$ cat config.mk
export PLATFORM = sky130hd
export DESIGN_NAME = usb_tx_serializer
export DESIGN_NICKNAME = d
export VERILOG_FILES = /design/src/rtl/usb_tx_serializer.sv
export SDC_FILE = /design/constraint.sdc
export NUM_CORES = 1
export LEC_CHECK = 0
export BUFFER_PORTS_ARGS = -buffer_cell sky130_fd_sc_hd__buf_4
export CAP_MARGIN = 5
export CORE_ASPECT_RATIO = 0.5
export CORE_UTILIZATION = 55
export CTS_CLUSTER_SIZE = 20
export DETAILED_ROUTE_END_ITERATION = 16
export PLACE_DENSITY = 0.75
export SYNTH_ARGS = -nofsm -noshare
export SYNTH_HDL_FRONTEND = slang
export SYNTH_SLANG_ARGS = --single-unit
$ cat constraint.sdc
create_clock -name clk -period 3.58 [get_ports clk]
set_clock_uncertainty 0.1 [all_clocks]
set_input_delay 0.179 -clock clk [delete_from_list [all_inputs] [get_ports clk]]
set_output_delay 0.179 -clock clk [all_outputs]
set_load 0.05 [all_outputs]
$ cat src/rtl/usb_tx_serializer.sv
// USB transmit serializer: byte FIFO feeding a line encoder that emits SYNC,
// NRZI-coded LSB-first data with bit stuffing, and an SE0/J end-of-packet.
// The FSM runs one cycle ahead of the registered line outputs. busy, tx_done
// and tx_err are registered alongside the lines, so they always stay aligned
// with what is on the wire.
module usb_tx_serializer #(
    parameter int unsigned CLKS_PER_BIT = 8,
    parameter int unsigned FIFO_DEPTH   = 4,
    parameter int unsigned EOP_SE0_BITS = 2,
    parameter bit          LOW_SPEED    = 1'b0
) (
    input  logic       clk,
    input  logic       n_rst,
    input  logic [7:0] tx_data,
    input  logic       tx_valid,
    input  logic       tx_last,
    output logic       tx_ready,
    output logic       d_plus_out,
    output logic       d_minus_out,
    output logic       busy,
    output logic       tx_done,
    output logic       tx_err
);

    localparam int unsigned AW = $clog2(FIFO_DEPTH);
    localparam int unsigned TW = $clog2(CLKS_PER_BIT);
    localparam int unsigned EW = (EOP_SE0_BITS > 1) ? $clog2(EOP_SE0_BITS) : 1;
    localparam logic [TW-1:0] TIMER_MAX = TW'(CLKS_PER_BIT - 1);
    localparam logic [EW-1:0] SE0_MAX   = EW'(EOP_SE0_BITS - 1);
    // D+ level for the J state; K is the complement, SE0 drives both low.
    localparam logic J_DP = ~LOW_SPEED;

    typedef enum logic [2:0] {
        StIdle,
        StSync,
        StData,
        StStuff,
        StEopSe0,
        StEopJ
    } state_e;

    // ------------------------------------------------------------------
    // Byte FIFO: entries are {last, data}; pointers carry an extra wrap bit.
    // ------------------------------------------------------------------
    logic [8:0]    mem_q [FIFO_DEPTH];
    logic [AW:0]   wr_ptr_q, wr_ptr_d;
    logic [AW:0]   rd_ptr_q, rd_ptr_d;
    logic          tx_ready_q;
    logic          fifo_wr;
    logic          fifo_pop;
    logic          fifo_empty;
    logic          fifo_full_d;
    logic [8:0]    fifo_head;

    assign fifo_wr    = tx_valid & tx_ready_q;
    assign fifo_empty = (wr_ptr_q == rd_ptr_q);
    assign fifo_head  = mem_q[rd_ptr_q[AW-1:0]];

    // Next pointer values and the fullness they imply.
    always_comb begin
        wr_ptr_d    = wr_ptr_q + {{AW{1'b0}}, fifo_wr};
        rd_ptr_d    = rd_ptr_q + {{AW{1'b0}}, fifo_pop};
        fifo_full_d = (wr_ptr_d[AW] != rd_ptr_d[AW]) &&
                      (wr_ptr_d[AW-1:0] == rd_ptr_d[AW-1:0]);
    end

    // Pointer and ready registers; ready reflects post-update fullness.
    always_ff @(posedge clk) begin
        if (n_rst) begin
            wr_ptr_q   <= '0;
            rd_ptr_q   <= '0;
            tx_ready_q <= 1'b0;
        end else begin
            wr_ptr_q   <= wr_ptr_d;
            rd_ptr_q   <= rd_ptr_d;
            tx_ready_q <= ~fifo_full_d;
        end
    end

    // Storage write; contents need no reset since the pointers are flushed.
    always_ff @(posedge clk) begin
        if (fifo_wr) begin
            mem_q[wr_ptr_q[AW-1:0]] <= {tx_last, tx_data};
        end
    end

    // ------------------------------------------------------------------
    // Line encoder
    // ------------------------------------------------------------------
    state_e        state_q;
    logic [TW-1:0] timer_q;
    logic [2:0]    idx_q;      // bit index within SYNC or the current byte
    logic [EW-1:0] se0_cnt_q;
    logic [2:0]    ones_q;     // consecutive raw ones, saturating at 6
    logic          level_q;    // NRZI level of the current bit, 1 = J
    logic [7:0]    byte_q;
    logic          last_q;
    logic          abort_q;    // packet ended by underrun
    logic          dp_q, dm_q;
    logic          busy_q;
    logic          tx_done_q;
    logic          tx_err_q;

    logic          wrap;
    logic          stuff_due;
    logic          byte_end;
    logic          need_byte;
    logic [2:0]    idx_inc;
    logic          line_dp, line_dm;

    assign wrap      = (timer_q == TIMER_MAX);
    assign stuff_due = (state_q == StData) && (ones_q == 3'd6);
    assign idx_inc   = idx_q + 3'd1;
    // A fresh byte is owed after the last SYNC bit or after a non-final byte.
    assign byte_end  = (idx_q == 3'd7) &&
                       ((state_q == StSync) ||
                        (((state_q == StData) || (state_q == StStuff)) && !last_q));
    assign need_byte = wrap && !stuff_due && byte_end;
    assign fifo_pop  = need_byte && !fifo_empty;

    function automatic logic lvl_next(input logic lvl, input logic raw);
        return raw ? lvl : ~lvl;
    endfunction

    function automatic logic [2:0] ones_next(input logic [2:0] ones, input logic raw);
        if (!raw) begin
            return 3'd0;
        end
        return (ones == 3'd6) ? 3'd6 : ones + 3'd1;
    endfunction

    // Line symbol for the bit the FSM is currently timing.
    always_comb begin
        line_dp = J_DP;
        line_dm = ~J_DP;
        unique case (state_q)
            StSync, StData, StStuff: begin
                line_dp = level_q ? J_DP : ~J_DP;
                line_dm = level_q ? ~J_DP : J_DP;
            end
            StEopSe0: begin
                line_dp = 1'b0;
                line_dm = 1'b0;
            end
            default: ;
        endcase
    end

    // Encoder FSM: advances one line bit per timer wrap; outputs lag by a cycle.
    always_ff @(posedge clk) begin
        if (n_rst) begin
            state_q   <= StIdle;
            timer_q   <= '0;
            idx_q     <= '0;
            se0_cnt_q <= '0;
            ones_q    <= '0;
            level_q   <= 1'b1;
            byte_q    <= '0;
            last_q    <= 1'b0;
            abort_q   <= 1'b0;
            dp_q      <= J_DP;
            dm_q      <= ~J_DP;
            busy_q    <= 1'b0;
            tx_done_q <= 1'b0;
            tx_err_q  <= 1'b0;
        end else begin
            dp_q      <= line_dp;
            dm_q      <= line_dm;
            busy_q    <= (state_q != StIdle);
            // First idle cycle after a packet marks its completion.
            tx_done_q <= busy_q && (state_q == StIdle) && !abort_q;
            tx_err_q  <= busy_q && (state_q == StIdle) && abort_q;

            if (state_q == StIdle) begin
                timer_q <= '0;
                if (!fifo_empty) begin
                    // SYNC bit 0 is a raw 0, so the line leaves J for K.
                    state_q <= StSync;
                    idx_q   <= '0;
                    level_q <= 1'b0;
                    ones_q  <= '0;
                    abort_q <= 1'b0;
                end
            end else begin
                timer_q <= wrap ? '0 : timer_q + 1'b1;
                if (wrap) begin
                    unique case (state_q)
                        StSync, StData, StStuff: begin
                            if (stuff_due) begin
                                state_q <= StStuff;
                                level_q <= ~level_q;
                                ones_q  <= '0;
                            end else if (need_byte) begin
                                if (fifo_empty) begin
                                    state_q   <= StEopSe0;
                                    se0_cnt_q <= '0;
                                    abort_q   <= 1'b1;
                                end else begin
                                    state_q <= StData;
                                    idx_q   <= '0;
                                    byte_q  <= fifo_head[7:0];
                                    last_q  <= fifo_head[8];
                                    level_q <= lvl_next(level_q, fifo_head[0]);
                                    ones_q  <= ones_next(ones_q, fifo_head[0]);
                                end
                            end else if (idx_q == 3'd7) begin
                                // Final byte (and any owed stuff bit) is out.
                                state_q   <= StEopSe0;
                                se0_cnt_q <= '0;
                            end else if (state_q == StSync) begin
                                idx_q   <= idx_inc;
                                level_q <= lvl_next(level_q, idx_inc == 3'd7);
                                ones_q  <= ones_next(ones_q, idx_inc == 3'd7);
                            end else begin
                                state_q <= StData;
                                idx_q   <= idx_inc;
                                level_q <= lvl_next(level_q, byte_q[idx_inc]);
                                ones_q  <= ones_next(ones_q, byte_q[idx_inc]);
                            end
                        end
                        StEopSe0: begin
                            if (se0_cnt_q == SE0_MAX) begin
                                state_q <= StEopJ;
                            end else begin
                                se0_cnt_q <= se0_cnt_q + 1'b1;
                            end
                        end
                        StEopJ: begin
                            state_q <= StIdle;
                        end
                        default: begin
                            state_q <= StIdle;
                        end
                    endcase
                end
            end
        end
    end

    assign tx_ready    = tx_ready_q;
    assign d_plus_out  = dp_q;
    assign d_minus_out = dm_q;
    assign busy        = busy_q;
    assign tx_done     = tx_done_q;
    assign tx_err      = tx_err_q;

endmodule

# Yosys cells after proc, flatten, opt, wreduce, memory -nomap -nowiden
# Memories as Yosys holds them, arrays and structs flattened. A register that Yosys moved wholly into a read port is not among the register bits.
# Index checks and enable logic that the tools add are counted.
[totals]
in_bits = 12
reg_bits = 36
latchBits = 0
output_inout_bits = 6
romBits = 0
ram_bits = 36
mem_count = 1
[op_classes]
n_bitwise = 7
mux = 91
div = 0
n_reduce_logical = 33
add_sub_neg = 6
eq_ne = 24
order_cmp = 1
multipliers = 0
shift = 0
[memory_table]
columns = ["memory", "depth", "width", "rd", "rd_ports_with_merged_regs", "write_ports", "line_no", "text"]
rows = [
  ["mem_q", 4, 9, 1, 1, 1, "45", "logic [8:0] mem_q [FIFO_DEPTH];"],
]
[op_table]
columns = ["op", "count"]
rows = [
  ["3-bit 2-to-1 mux", 32],
  ["1-bit 2-to-1 mux", 54],
  ["6-bit AND reduction", 3],
  ["3-bit equality test (second input constant)", 5],
  ["5-bit != test (second input constant)", 3],
  ["1-bit logical AND", 10],
  ["2-bit nonzero test", 5],
  ["3-bit by 1-bit adder with 3-bit output (second input constant)", 3],
  ["3-bit != test (second input constant)", 3],
  ["4-bit by 3-bit != test with 1-bit output (second input constant)", 2],
  ["4-bit AND reduction", 2],
  ["8-bit AND reduction", 1],
  ["3-bit by 1-bit adder with 3-bit output", 2],
  ["3-bit by 2-bit equality test with 1-bit output (second input constant)", 2],
  ["6-bit != test (second input constant)", 1],
  ["1-bit inverter", 6],
  ["3-bit one-hot mux with 2 select lines", 1],
  ["3-bit OR reduction", 2],
  ["5-bit AND reduction", 1],
  ["1-bit zero test", 4],
  ["3-bit by 4-bit less-than comparator with 1-bit output (second input constant)", 1],
  ["2-bit != test (second input constant)", 2],
  ["1-bit one-hot mux with 2 select lines", 2],
  ["1-bit binary-select mux with 3-bit select", 1],
  ["13 further kinds", 14],
]

# Logic depth before layout (Yosys ltp)
[logic_depth]
depth_word = 20
mapped_depth = 12
ltp_nobuf = 11

# Worst setup path after synthesis
# OpenSTA, ideal clock, no wires.
[synth_path]
kind = "register to register"
from = "register idx_q[0]"
to = "register tx_ready_q, in the netlist tx_ready"
n_path_buf = 1
arrival_time_ns = 2.293
path_stages_with_launch = 13
synth_period_minus_slack_ns = 2.510
setup_ns = 0.117
path_slack_ns = 1.070
required_ns = 3.363
cell_sequence = "dfxtp_1 ha_1 ha_1 nand3b_1 a21o_1 nor3_1 buf_2 ha_1 ha_1 xnor2_1 xnor2_1 nor3_1 nor2_1"
[synth_via]
elab_chain_cells = 8
word_cells_on_any_way = 9
classes_between = "add/sub: 1; eq/ne: 3; bitwise: 1; reduce/logical: 4"
[synth_rtl]
columns = ["element", "line_no", "text"]
rows = [
  ["from (decl)", "92", "logic [2:0] idx_q;"],
  ["from (signal assigned)", "211", "idx_q <= idx_inc;"],
  ["from (signal assigned)", "216", "idx_q <= idx_inc;"],
  ["3-bit equality test *", "115", "assign byte_end = (idx_q == 3'd7) &&"],
  ["1-bit logical AND *", "115", ""],
  ["1-bit logical AND *", "118", "assign need_byte = wrap && !stuff_due && byte_end;"],
  ["1-bit logical AND *", "119", "assign fifo_pop = need_byte && !fifo_empty;"],
  ["3-bit by 1-bit adder with 3-bit output *", "62", "rd_ptr_d = rd_ptr_q + {{AW{1'b0}}, fifo_pop};"],
  ["2-bit equality test / 1-bit != test (equally long branches)", "64, 63", ""],
  ["1-bit logical AND *", "63", "fifo_full_d = (wr_ptr_d[AW] != rd_ptr_d[AW]) &&"],
  ["1-bit inverter *", "76", "tx_ready_q <= ~fifo_full_d;"],
  ["to (signal assigned)", "76", ""],
  ["to (decl)", "48", "logic tx_ready_q;"],
]
# Mark *: on every way between the ends. The rest lies on a longest branch, timed or not.
# A chain may end at the register's enable or synchronous reset.

# Worst setup path in the final report
[layout_path]
from = "register timer_q[0]"
to = "register tx_ready_q, in the netlist tx_ready"
[layout_via]
elab_chain_cells = 8
word_cells_on_any_way = 9
classes_between = "add/sub: 1; eq/ne: 3; bitwise: 1; reduce/logical: 4"
[layout_rtl]
columns = ["element", "line_no", "text"]
rows = [
  ["from (decl)", "91", "logic [TW-1:0] timer_q;"],
  ["from (signal assigned)", "185", "timer_q <= wrap ? '0 : timer_q + 1'b1;"],
  ["3-bit equality test *", "111", "assign wrap = (timer_q == TIMER_MAX);"],
  ["1-bit logical AND * (2 in a row)", "118", ""],
  ["1-bit logical AND *", "119", ""],
  ["3-bit by 1-bit adder with 3-bit output *", "62", ""],
  ["2-bit equality test / 1-bit != test (equally long branches)", "64, 63", ""],
  ["1-bit logical AND *", "63", ""],
  ["1-bit inverter *", "76", ""],
]
# Marks and branches as above.

==> impl_metrics.tcl <==
set metrics [dict create \
    max_cap_viol_count 0 \
    routedWlPerCell_um 16.0 \
    finalHoldViolCount 0 \
    timing.slew.headroom_pct 48.5 \
    cts_made_buffers 9 \
    worstReg2RegStart "timer_q[0]" \
    syn_inst 243 \
    max_freq_ghz 0.363 \
    nFillCells 385 \
    crit_arrival_ns 2.85 \
    clock_latency_ns 0.33 \
    worstHoldEndpoint "busy" \
    drc 0 \
    required_ns 3.68 \
    reg2reg_depth 12 \
    num_vias 1990 \
    fp.dieH_um 56.2 \
    synthDistinctLibCells 52 \
    io_pins 18 \
    clk_pin_slew_worst_paths_ns 0.06 \
    antenna_cells 0 \
    hold_class "in -> reg" \
    core-area_mm2 0.00556 \
    ir_drop_v 0.000388 \
    cts.sink_count 72 \
    htreeDepth 3 \
    grt_pass1_wl_mm 9.20 \
    finalWorstSetupSlack_ns 0.829 \
    die_x_um 110 \
    worstMarginPinSlew_ns 0.770 \
    antenna_found_initial 0 \
    cts_setup_buffers 0 \
    root_buffer "clkbuf_16" \
    syn-mean-instance-area_um2 13.3 \
    rows 19 \
    start_util_pct 58.1 \
    routed_wl_mm 5.64 \
    path_class "reg -> reg" \
    cts.path.max_buffers 2 \
    synth_top_flop_cell "edfxtp_1" \
    crit_path_max_fanout 11 \
    ys_warn_count 0 \
    synth_enable_flop_cells 36 \
    yosysSeqAreaShare_pct 55.7 \
    async_flop_share_pct 0 \
    overflow 0 \
    rsz0062_at_grt "false" \
    setup_viol 0 \
    nets 297 \
    status "completed" \
    ant_nets 0 \
    dpl-instance-area_mm2 0.00339 \
    period_share_pct 76.8 \
    worstHoldPathCells 2 \
    cts_tree "done" \
    via_per_inst 5.65 \
    post-place-ws_ns 0.840 \
    dp_hpwl_mm 3.85 \
    portBuffers 17 \
    cts_resized 0 \
    syn2layout_area_growth_pct 17.0 \
    hold_slack_ns 0.154 \
    p_leak_uw 0.00142 \
    drt-initial-drc-count 73 \
    rr_endpoint "tx_ready" \
    final_max_slew_viol_count 0 \
    hp-start "n_rst" \
    gp_congestion 0.820 \
    final_core_util_pct 68.0 \
    drive_above_1_share_pct 18.6 \
    first_global_vias 1896 \
    syn_area_mm2 0.00323 \
    cts_hold_buf 9 \
    powerDensity_mw_per_mm2 517 \
    ys_seq_elements 72 \
    layout_min_cycle_time_ns 2.75 \
    grt.total_usage_pct 19.8 \
    grt_max_degree 38 \
    start_kind "flip-flop" \
    setup_tns_ns 0 \
    final_cell_area_mm2 0.00378 \
    die_area_mm2 0.00621 \
    syn-num-nets 266 \
    reg2reg_slack_ns 0.83 \
    end_kind "flip-flop" \
    firstDrtPassIters 4 \
]
-- layout by cell type (no fill, tap or decap), drive strengths merged, types with 2 or more instances in the layout --
cell type / count
or3: 3
o21ai: 5
dlygate4sd3: 9
mux2i: 10
ha: 11
nor3: 11
a21oi: 12
a21o: 2
and3: 2
nor3b: 2
clkinv: 3
buf: 23
xor2: 5
clkbuf: 9
nand2: 9
and2: 2
nor2: 19
nand3b: 3
edfxtp: 36
o31a: 2
o21a: 2
nand3: 3
inv: 10
mux4: 11
xnor2: 3
nor2b: 4
or2b: 2
o211ai: 2
a221o: 2
o31ai: 4
dfxtp: 36
o32ai: 2
nor4: 3
nor4b: 2
-- registers in the layout (all words and copies together) (netlist names), 3 cells and up --
register and flops:
byte_q 8, timer_q 3, rd_ptr_q 3, wr_ptr_q 3, idx_q 3, state_q 3
ones_q 3, mem_q 36
-- cell families after synthesis --
family / Yosys count / synth area share, %
adder cells (fa/ha/maj): 11 / 4.26
multiplexers: 21 / 11.7
flip-flops: 72 / 55.7
buffers and inverters: 20 / 4.53
XOR/XNOR: 8 / 2.40
AO/OA/AOI/OAI: 40 / 9.02
AND/OR/NAND/NOR: 71 / 12.4
-- cell type report --
cell class	instances	area [um^2]	area share [%]
sequential	72	1800	47.6
multi-input combinational	151	1290	34.2
timing repair buffer	32	263	6.94
clock buffer	9	225	5.95
tap	73	91.3	2.41
clock inverter	7	77.6	2.05
inverter	8	30.0	0.794
-- how the worst max path moves through the flow --
stage | from | end | slack [ns]
3_3_place_gp | wr_ptr_q[0] | tx_ready | 0.94
5_1_grt | timer_q[0] | tx_ready | 0.54
4_1_cts | timer_q[0] | tx_ready | 0.81
6_report | timer_q[0] | tx_ready | 0.83
3_5_place_dp | timer_q[0] | tx_ready | 0.84
2_1_floorplan | idx_q[0] | tx_ready | 1.07
-- cells in the mapped netlist, types with 3 or more instances --
library cell   n  share of area [%]
a21oi_1       10                1.5
clkbuf_8       5                2.1
dfxtp_1       36                 22
edfxtp_1      36                 33
ha_1          11                4.3
inv_1          8               0.93
mux2i_1       10                3.1
mux4_1         8                6.5
mux4_2         3                2.1
nand2_1        9                1.0
nand3_1        3               0.46
nand3b_1       3               0.70
nor2_1        19                2.2
nor2b_1        4               0.77
nor3_1        11                1.7
nor4_1         3               0.58
o21ai_0        5               0.77
o31ai_1        4               0.93
or3_1          3               0.58
xnor2_1        3               0.81
xor2_1         4                1.1
-- stage by stage --
step / std cells / power, uW
6_report: 352 / 1960
5_1_grt: 352 / 2020
4_1_cts: 352 / 1970
3_5_place_dp: 327 / 1080
3_3_place_gp: 327 / 1070
2_1_floorplan: 243 / 1040
-- critical path: stages (launching register included) --
cell      delay, ns
dfxtp_1        0.33
ha_1           0.15
ha_1           0.36
nand3b_1       0.21
a21o_1         0.26
nor3_2         0.16
buf_4          0.22
ha_1           0.17
ha_1           0.15
xnor2_1        0.16
xnor2_1        0.11
nor3_1         0.19
nor2_1         0.05
-- routing by layer --
| metal | track usage [%] | part of all wire (%) | vias up |
|---|---|---|---|
| met2 | 32.1 | 47 | 34 |
| met3 | 6.97 | 4.5 | 7 |
| met1 | 24.3 | 48 | 949 |
| met5 | 0 | 0 | - |
| met4 | 8.19 | 0.96 | 0 |
| li1 | - | - | 1000 |
-- where the power goes --
| part | total [uW] | switching, uW | internal [uW] |
|---|---|---|---|
| sequential | 906 | 18.6 | 888 |
| combinational | 165 | 98.7 | 66.3 |
| clock | 887 | 342 | 545 |
Power figures use the tool's default switching activity.
